==> src/rtl/seg7_num_display_if.sv <==
// Request/result bundle between a requester and seg7_num_display.
// The master drives a value to show; the slave returns the 7-segment digits.
interface seg7_num_display_if #(
  parameter int DATA_WIDTH = 32,
  parameter int NUM_DIGITS = 6
);
  logic                    in_valid;
  logic                    in_ready;
  logic [DATA_WIDTH-1:0]   in_data;
  logic                    in_hex;
  logic                    busy;
  logic                    done;
  logic                    ovf;
  logic [7*NUM_DIGITS-1:0] hex;

  modport master (
    output in_valid, in_data, in_hex,
    input  in_ready, busy, done, ovf, hex
  );

  modport slave (
    input  in_valid, in_data, in_hex,
    output in_ready, busy, done, ovf, hex
  );
endinterface

==> src/rtl/seg7_num_display.sv <==
// Sequential binary-to-decimal (double dabble) or raw-hex converter driving
// NUM_DIGITS active-low 7-segment digits, with sign, blanking and overflow.
module seg7_num_display #(
  parameter int DATA_WIDTH = 32,
  parameter int NUM_DIGITS = 6,
  parameter bit SIGNED     = 1'b0,
  parameter bit BLANK_LZ   = 1'b0
) (
  input logic               clk,
  input logic               rst,
  seg7_num_display_if.slave bus
);

  localparam int BCD_W = 4 * NUM_DIGITS;
  localparam int HEX_W = 7 * NUM_DIGITS;
  localparam int CNT_W = $clog2(DATA_WIDTH + 1);

  localparam logic [6:0] SEG_BLANK = 7'b1111111;
  localparam logic [6:0] SEG_MINUS = 7'b0111111;

  typedef enum logic [1:0] {
    IDLE,
    SHIFT,
    UPDATE
  } state_t;

  state_t state, state_n;

  logic [DATA_WIDTH-1:0] mag, mag_n;
  logic [BCD_W-1:0]      bcd, bcd_n, bcd_adj;
  logic [CNT_W-1:0]      cnt, cnt_n;
  logic                  hex_mode, hex_mode_n;
  logic                  neg, neg_n;
  logic                  ovf_int, ovf_int_n;
  logic [HEX_W-1:0]      hex_r, hex_n;
  logic                  ovf_r, ovf_n;
  logic                  done_r, done_n;

  logic [HEX_W-1:0]      glyphs;
  logic                  sign_ovf;
  int                    msd;
  int                    minus_pos;

  function automatic logic [6:0] seg_encode(input logic [3:0] v);
    logic [6:0] s;
    case (v)
      4'h0:    s = 7'b1000000;
      4'h1:    s = 7'b1111001;
      4'h2:    s = 7'b0100100;
      4'h3:    s = 7'b0110000;
      4'h4:    s = 7'b0011001;
      4'h5:    s = 7'b0010010;
      4'h6:    s = 7'b0000010;
      4'h7:    s = 7'b1111000;
      4'h8:    s = 7'b0000000;
      4'h9:    s = 7'b0010000;
      4'hA:    s = 7'b0001000;
      4'hB:    s = 7'b0000011;
      4'hC:    s = 7'b1000110;
      4'hD:    s = 7'b0100001;
      4'hE:    s = 7'b0000110;
      default: s = 7'b0001110;
    endcase
    return s;
  endfunction

  function automatic logic [BCD_W-1:0] add3(input logic [BCD_W-1:0] b);
    logic [BCD_W-1:0] r;
    logic [3:0]       nib;
    r = b;
    for (int i = 0; i < NUM_DIGITS; i++) begin
      nib = b[4*i +: 4];
      if (nib >= 4'd5) r[4*i +: 4] = nib + 4'd3;
    end
    return r;
  endfunction

  // Turn the finished BCD/hex nibbles into glyphs, applying blanking and sign placement
  always_comb begin
    msd       = 0;
    sign_ovf  = 1'b0;
    minus_pos = NUM_DIGITS - 1;
    glyphs    = '1;
    for (int i = 0; i < NUM_DIGITS; i++) begin
      if (bcd[4*i +: 4] != 4'd0) msd = i;
    end
    for (int i = 0; i < NUM_DIGITS; i++) begin
      glyphs[7*i +: 7] = seg_encode(bcd[4*i +: 4]);
      if (!hex_mode && BLANK_LZ && (i > msd)) glyphs[7*i +: 7] = SEG_BLANK;
    end
    if (!hex_mode && neg) begin
      if (BLANK_LZ) minus_pos = msd + 1;
      // No free digit left of the magnitude: minus takes the top digit and flags overflow
      if (msd == NUM_DIGITS - 1) begin
        minus_pos = NUM_DIGITS - 1;
        sign_ovf  = 1'b1;
      end
      for (int i = 0; i < NUM_DIGITS; i++) begin
        if (i == minus_pos) glyphs[7*i +: 7] = SEG_MINUS;
      end
    end
  end

  always_comb begin
    state_n    = state;
    mag_n      = mag;
    bcd_n      = bcd;
    cnt_n      = cnt;
    hex_mode_n = hex_mode;
    neg_n      = neg;
    ovf_int_n  = ovf_int;
    hex_n      = hex_r;
    ovf_n      = ovf_r;
    done_n     = 1'b0;
    bcd_adj    = bcd;

    case (state)
      IDLE: begin
        if (bus.in_valid) begin
          hex_mode_n = bus.in_hex;
          neg_n      = SIGNED && !bus.in_hex && bus.in_data[DATA_WIDTH-1];
          // Negating the most negative value wraps to its correct unsigned magnitude
          mag_n      = neg_n ? (~bus.in_data) + DATA_WIDTH'(1) : bus.in_data;
          bcd_n      = '0;
          cnt_n      = CNT_W'(DATA_WIDTH);
          ovf_int_n  = 1'b0;
          state_n    = SHIFT;
        end
      end
      SHIFT: begin
        bcd_adj   = hex_mode ? bcd : add3(bcd);
        bcd_n     = {bcd_adj[BCD_W-2:0], mag[DATA_WIDTH-1]};
        mag_n     = {mag[DATA_WIDTH-2:0], 1'b0};
        ovf_int_n = ovf_int | bcd_adj[BCD_W-1];
        cnt_n     = cnt - CNT_W'(1);
        if (cnt == CNT_W'(1)) state_n = UPDATE;
      end
      UPDATE: begin
        hex_n   = glyphs;
        ovf_n   = ovf_int | sign_ovf;
        done_n  = 1'b1;
        state_n = IDLE;
      end
      default: state_n = IDLE;
    endcase
  end

  always_ff @(posedge clk) begin
    if (rst) begin
      state    <= IDLE;
      mag      <= '0;
      bcd      <= '0;
      cnt      <= '0;
      hex_mode <= 1'b0;
      neg      <= 1'b0;
      ovf_int  <= 1'b0;
      hex_r    <= '1;
      ovf_r    <= 1'b0;
      done_r   <= 1'b0;
    end else begin
      state    <= state_n;
      mag      <= mag_n;
      bcd      <= bcd_n;
      cnt      <= cnt_n;
      hex_mode <= hex_mode_n;
      neg      <= neg_n;
      ovf_int  <= ovf_int_n;
      hex_r    <= hex_n;
      ovf_r    <= ovf_n;
      done_r   <= done_n;
    end
  end

  assign bus.in_ready = (state == IDLE);
  assign bus.busy     = (state != IDLE);
  assign bus.done     = done_r;
  assign bus.ovf      = ovf_r;
  assign bus.hex      = hex_r;

endmodule

==> src/flat_wrapper.sv <==
// flat-port wrapper written by rule: the top's interface ports become plain ports
module seg7_num_display_flat 
#(
  parameter int DATA_WIDTH = 32,
  parameter int NUM_DIGITS = 6,
  parameter bit SIGNED     = 1'b0,
  parameter bit BLANK_LZ   = 1'b0
)
  (clk, rst, bus_in_valid, bus_in_data, bus_in_hex, bus_in_ready, bus_busy, bus_done, bus_ovf, bus_hex);
  seg7_num_display_if #(.DATA_WIDTH(DATA_WIDTH), .NUM_DIGITS(NUM_DIGITS)) bus_i ();
  input logic clk;
  input logic rst;
  input wire logic [$bits(bus_i.in_valid)-1:0] bus_in_valid;
  input wire logic [$bits(bus_i.in_data)-1:0] bus_in_data;
  input wire logic [$bits(bus_i.in_hex)-1:0] bus_in_hex;
  output wire logic [$bits(bus_i.in_ready)-1:0] bus_in_ready;
  output wire logic [$bits(bus_i.busy)-1:0] bus_busy;
  output wire logic [$bits(bus_i.done)-1:0] bus_done;
  output wire logic [$bits(bus_i.ovf)-1:0] bus_ovf;
  output wire logic [$bits(bus_i.hex)-1:0] bus_hex;
  assign bus_i.in_valid = bus_in_valid;
  assign bus_i.in_data = bus_in_data;
  assign bus_i.in_hex = bus_in_hex;
  assign bus_in_ready = bus_i.in_ready;
  assign bus_busy = bus_i.busy;
  assign bus_done = bus_i.done;
  assign bus_ovf = bus_i.ovf;
  assign bus_hex = bus_i.hex;
  seg7_num_display #(.DATA_WIDTH(DATA_WIDTH), .NUM_DIGITS(NUM_DIGITS), .SIGNED(SIGNED), .BLANK_LZ(BLANK_LZ)) u_core (.clk(clk), .rst(rst), .bus(bus_i));
endmodule
==> config.mk <==
export PLATFORM = sky130hd
export DESIGN_NAME = seg7_num_display_flat
export DESIGN_NICKNAME = d
export VERILOG_FILES = /design/src/rtl/seg7_num_display_if.sv /design/src/rtl/seg7_num_display.sv /design/src/flat_wrapper.sv
export SDC_FILE = /design/constraint.sdc
export NUM_CORES = 1
export LEC_CHECK = 0
export CELL_PAD_IN_SITES_DETAIL_PLACEMENT = 0
export CELL_PAD_IN_SITES_GLOBAL_PLACEMENT = 1
export CORE_AREA = 2 2 180 94
export CTS_CLUSTER_DIAMETER = 30
export DETAILED_ROUTE_END_ITERATION = 10
export DIE_AREA = 0 0 182 96
export GPL_TIMING_DRIVEN = 1
export PLACE_DENSITY = 0.84
export SYNTH_ARGS = -nofsm -noshare
export SYNTH_HDL_FRONTEND = slang
export SYNTH_SLANG_ARGS = --single-unit
==> constraint.sdc <==
create_clock -name clk -period 2 [get_ports clk]
set_clock_uncertainty 0.1 [all_clocks]
set_input_delay 0.4 -clock clk [delete_from_list [all_inputs] [get_ports clk]]
set_output_delay 0.4 -clock clk [all_outputs]
set_load 0.05 [all_outputs]
==> out/metrics.yaml <==
run_status:
  outcome: "finished clean"
flow_run:
  drv_cap: 0
power:
  p_per_area_nw_per_um2: 612.5
  vdd_ir_drop_max_v: 0.0004749
  power_leakage_uw: 0.003033
  p_total_uw: 4785
drt:
  ant_nets: 0
  routed_wl_microns: 16500
  wl_per_cell_microns: 15.22
  drc: 0
  vias: 5733
  post_drt_via_cell_ratio: 5.289
  first_pass_iters: 4
  drtIter0Drc: 418
setup_path:
  path_class: "flip-flop to output port"
  cpMaxStageDelayCell: "dfxtp_2"
  r2r_start: "u_core.bcd[8]"
  crit_chain: "buf_6 -> or2_4 -> inv_2 -> buf_4"
  required_ps: 1500
  crit_fanout: 24
  setup.worst_path.start: "u_core.state[1]"
  crit_path_start_kind: "flip-flop"
  reg2reg_slack_ps: 160
  cp-end-kind: "output port"
  path_buf_inv: 3
  cp.arrival_ps: 1400
  cpLargestDelayFamily: "buffers and inverters"
  critPathMaxStageDelay_ps: 360
logic_synthesis:
  synth_top_area_frac: 0.3381
  ys_seq_elements: 110
  ys_seq_area_frac: 0.3381
  synth_edf_count: 0
  yosys_warnings: 0
  ys.flop_type: "dfxtp_1"
  synthTopCellsByCount: "nor2_1 (125), dfxtp_1 (110), a21oi_1 (89), nand2_1 (63), ha_1 (44)"
  avgSynthCellArea_sq_um: 8.052
  synth_fp_nets: 889
  mappedNetlistArea_sq_um: 6514
  synth_cell_types: 56
  yosys.area.top_type: "dfxtp_1"
  yosysMostFrequentCell: "nor2_1"
  synthTopCellsByArea: "dfxtp_1 (34%), ha_1 (8.5%), nor2_1 (7.2%), a21oi_1 (6.8%), nand2_1 (3.6%)"
  synthArstFlopShare: 0
  syn_inst: 809
placement:
  post-dp-hpwl_microns: 11510
  gp_congestion: 0.8259
  placement.io_buffers: 81
  place_inst: 1069
die:
  row_count: 33
  fp.dieW_microns: 182
  dieArea_sq_um: 17470
  die_h_microns: 96
  pin_count: 82
  fp.coreArea_sq_um: 15940
  start_util: 0.4087
timing:
  worstMarginPinSlew_ps: 809.6
  finalMaxSlewViolations: 0
  fin_crit_ps: 1900
  setup_viol: 0
  max_freq_mhz: 526.4
  rsz0062_at_grt: "no"
  min_period_over_period: 0.9498
  fin_setup_tns_ps: 0
  finalHoldViolations: 0
  max-slew-margin-rel: 0.4603
global_routing:
  grt_pass1_vias: 5265
  track_usage: 0.1944
  grt_overflow: 0
  antenna_found_initial: 0
  grt_pass1_wl_microns: 27300
  grt_max_degree: 51
clock_tree:
  insertion_delay_ps: 350
  numCtsBuffers: 9
  path_clk_slew_ps: 70
  clk_path_buf_depth: 2
  tritoncts: "built"
  clock-sinks: 110
  root_buffer: "clkbuf_16"
  ctsHtreeMaxLevel: 3
layout:
  drive_gt1_frac: 0.1510
  final_util: 0.4902
  fillCellCount: 1532
  area_growth_pct: 19.94
  stdcell_count: 1084
  finalNetCount: 950
  antenna_cells: 0
hold_path:
  hold_start: "u_core.bus.ovf"
  hp-class: "flip-flop to flip-flop"
==> cell usage in the layout (no fill, tap or decap), types with 9 or more instances in the layout <==
master / instances
a2111oi_2: 15
a211oi_1: 15
a21oi_1: 89
buf_4: 70
clkbuf_16: 9
clkdlybuf4s50_1: 33
dfxtp_1: 109
ha_1: 44
inv_1: 39
mux2i_1: 19
nand2_1: 63
nand2b_1: 24
nor2_1: 125
nor2b_1: 21
nor3_1: 12
o211ai_1: 12
o21ai_0: 13
o21ai_1: 33
o221a_2: 9
xnor2_1: 10
==> power breakdown <==
part | internal (uW) | switching, uW | leakage [uW]
sequential | 2280 | 72.8 | 0.000899
combinational | 274 | 364 | 0.00200
clock | 971 | 822 | 0.000133
total | 3530 | 1260 | 0.00303
==> final cells by class <==
class	instances	area (sq um)	share of cell area
multi-input combinational	589	3857	0.4938
sequential	110	2203	0.2820
inverter	43	161.4	0.02066
clock inverter	3	46.29	0.005926
clock buffer	12	236.5	0.03027
timing repair buffer	117	1045	0.1337
tap	210	262.8	0.03363
==> registers in the layout (all words and copies together), names as in the netlist <==
name	flops
u_core.bus.hex	42
u_core.bus.done	1
u_core.ovf_int	1
u_core.bcd	24
u_core.mag	32
u_core.hex_mode	1
u_core.bus.ovf	1
u_core.state	2
u_core.cnt	6
==> metrics by stage <==
stage,hold slack [ps],worst slack [ps],cell area [sq um]
finish,360.6,100.4,7812
detailed placement,352.1,168.2,7512
CTS,367.0,1.217,7795
global placement,351.6,186.9,7512
global route,399.6,8.637,7812
floorplan,331.6,144.2,6514
==> path summary, 6_finish.rpt <==
| check | endpoint | cells after the start |
|---|---|---|
| worst min-delay path | u_core.bus.ovf | 2 |
| worst min register to register | u_core.bus.ovf | 2 |
| worst max-delay path | bus_in_ready | 4 |
| worst max register to register | u_core.bus.hex[17] | 6 |
==> cells by family (layout without fill, tap and decap cells) <==
group / count (synthesis) / count (layout) / share of synthesized area
AO/OA/AOI/OAI: 239 / 239 / 0.2568
XOR/XNOR: 10 / 10 / 0.01345
adder cells (fa/ha/maj): 44 / 44 / 0.08452
buffers and inverters: 110 / 175 / 0.07146
flip-flops: 110 / 110 / 0.3381
multiplexers: 26 / 26 / 0.04821
AND/OR/NAND/NOR: 270 / 270 / 0.1875
==> what timing repair did <==
| action | in CTS | in global routing |
|---|---|---|
| hold buffers | 0 | 0 |
| buffers inserted | 0 | 0 |
| endpoints found under the setup margin | 3 | 6 |
| resized for setup | 3 | 6 |
| hold endpoints to repair | 0 | 0 |
==> worst register-to-register path, delay by kind of cell, from the launching register on <==
family | cells | cell delay [ps]
buffers and inverters | 2 | 250
and+or+nand+nor | 2 | 120
DFF | 1 | 510
muxes | 1 | 450
adders and majority gates | 1 | 310
==> metal layers <==
layer / GRT usage / up-vias / routed length (microns)
met2: 0.2719 / 119 / 6270
met1: 0.3035 / 2665 / 9424
met5: 0 / - / 0
met3: 0.04313 / 9 / 712
met4: 0.02890 / 0 / 89
li1: - / 2940 / -
Note: power is estimated with default switching activity, not from simulation.
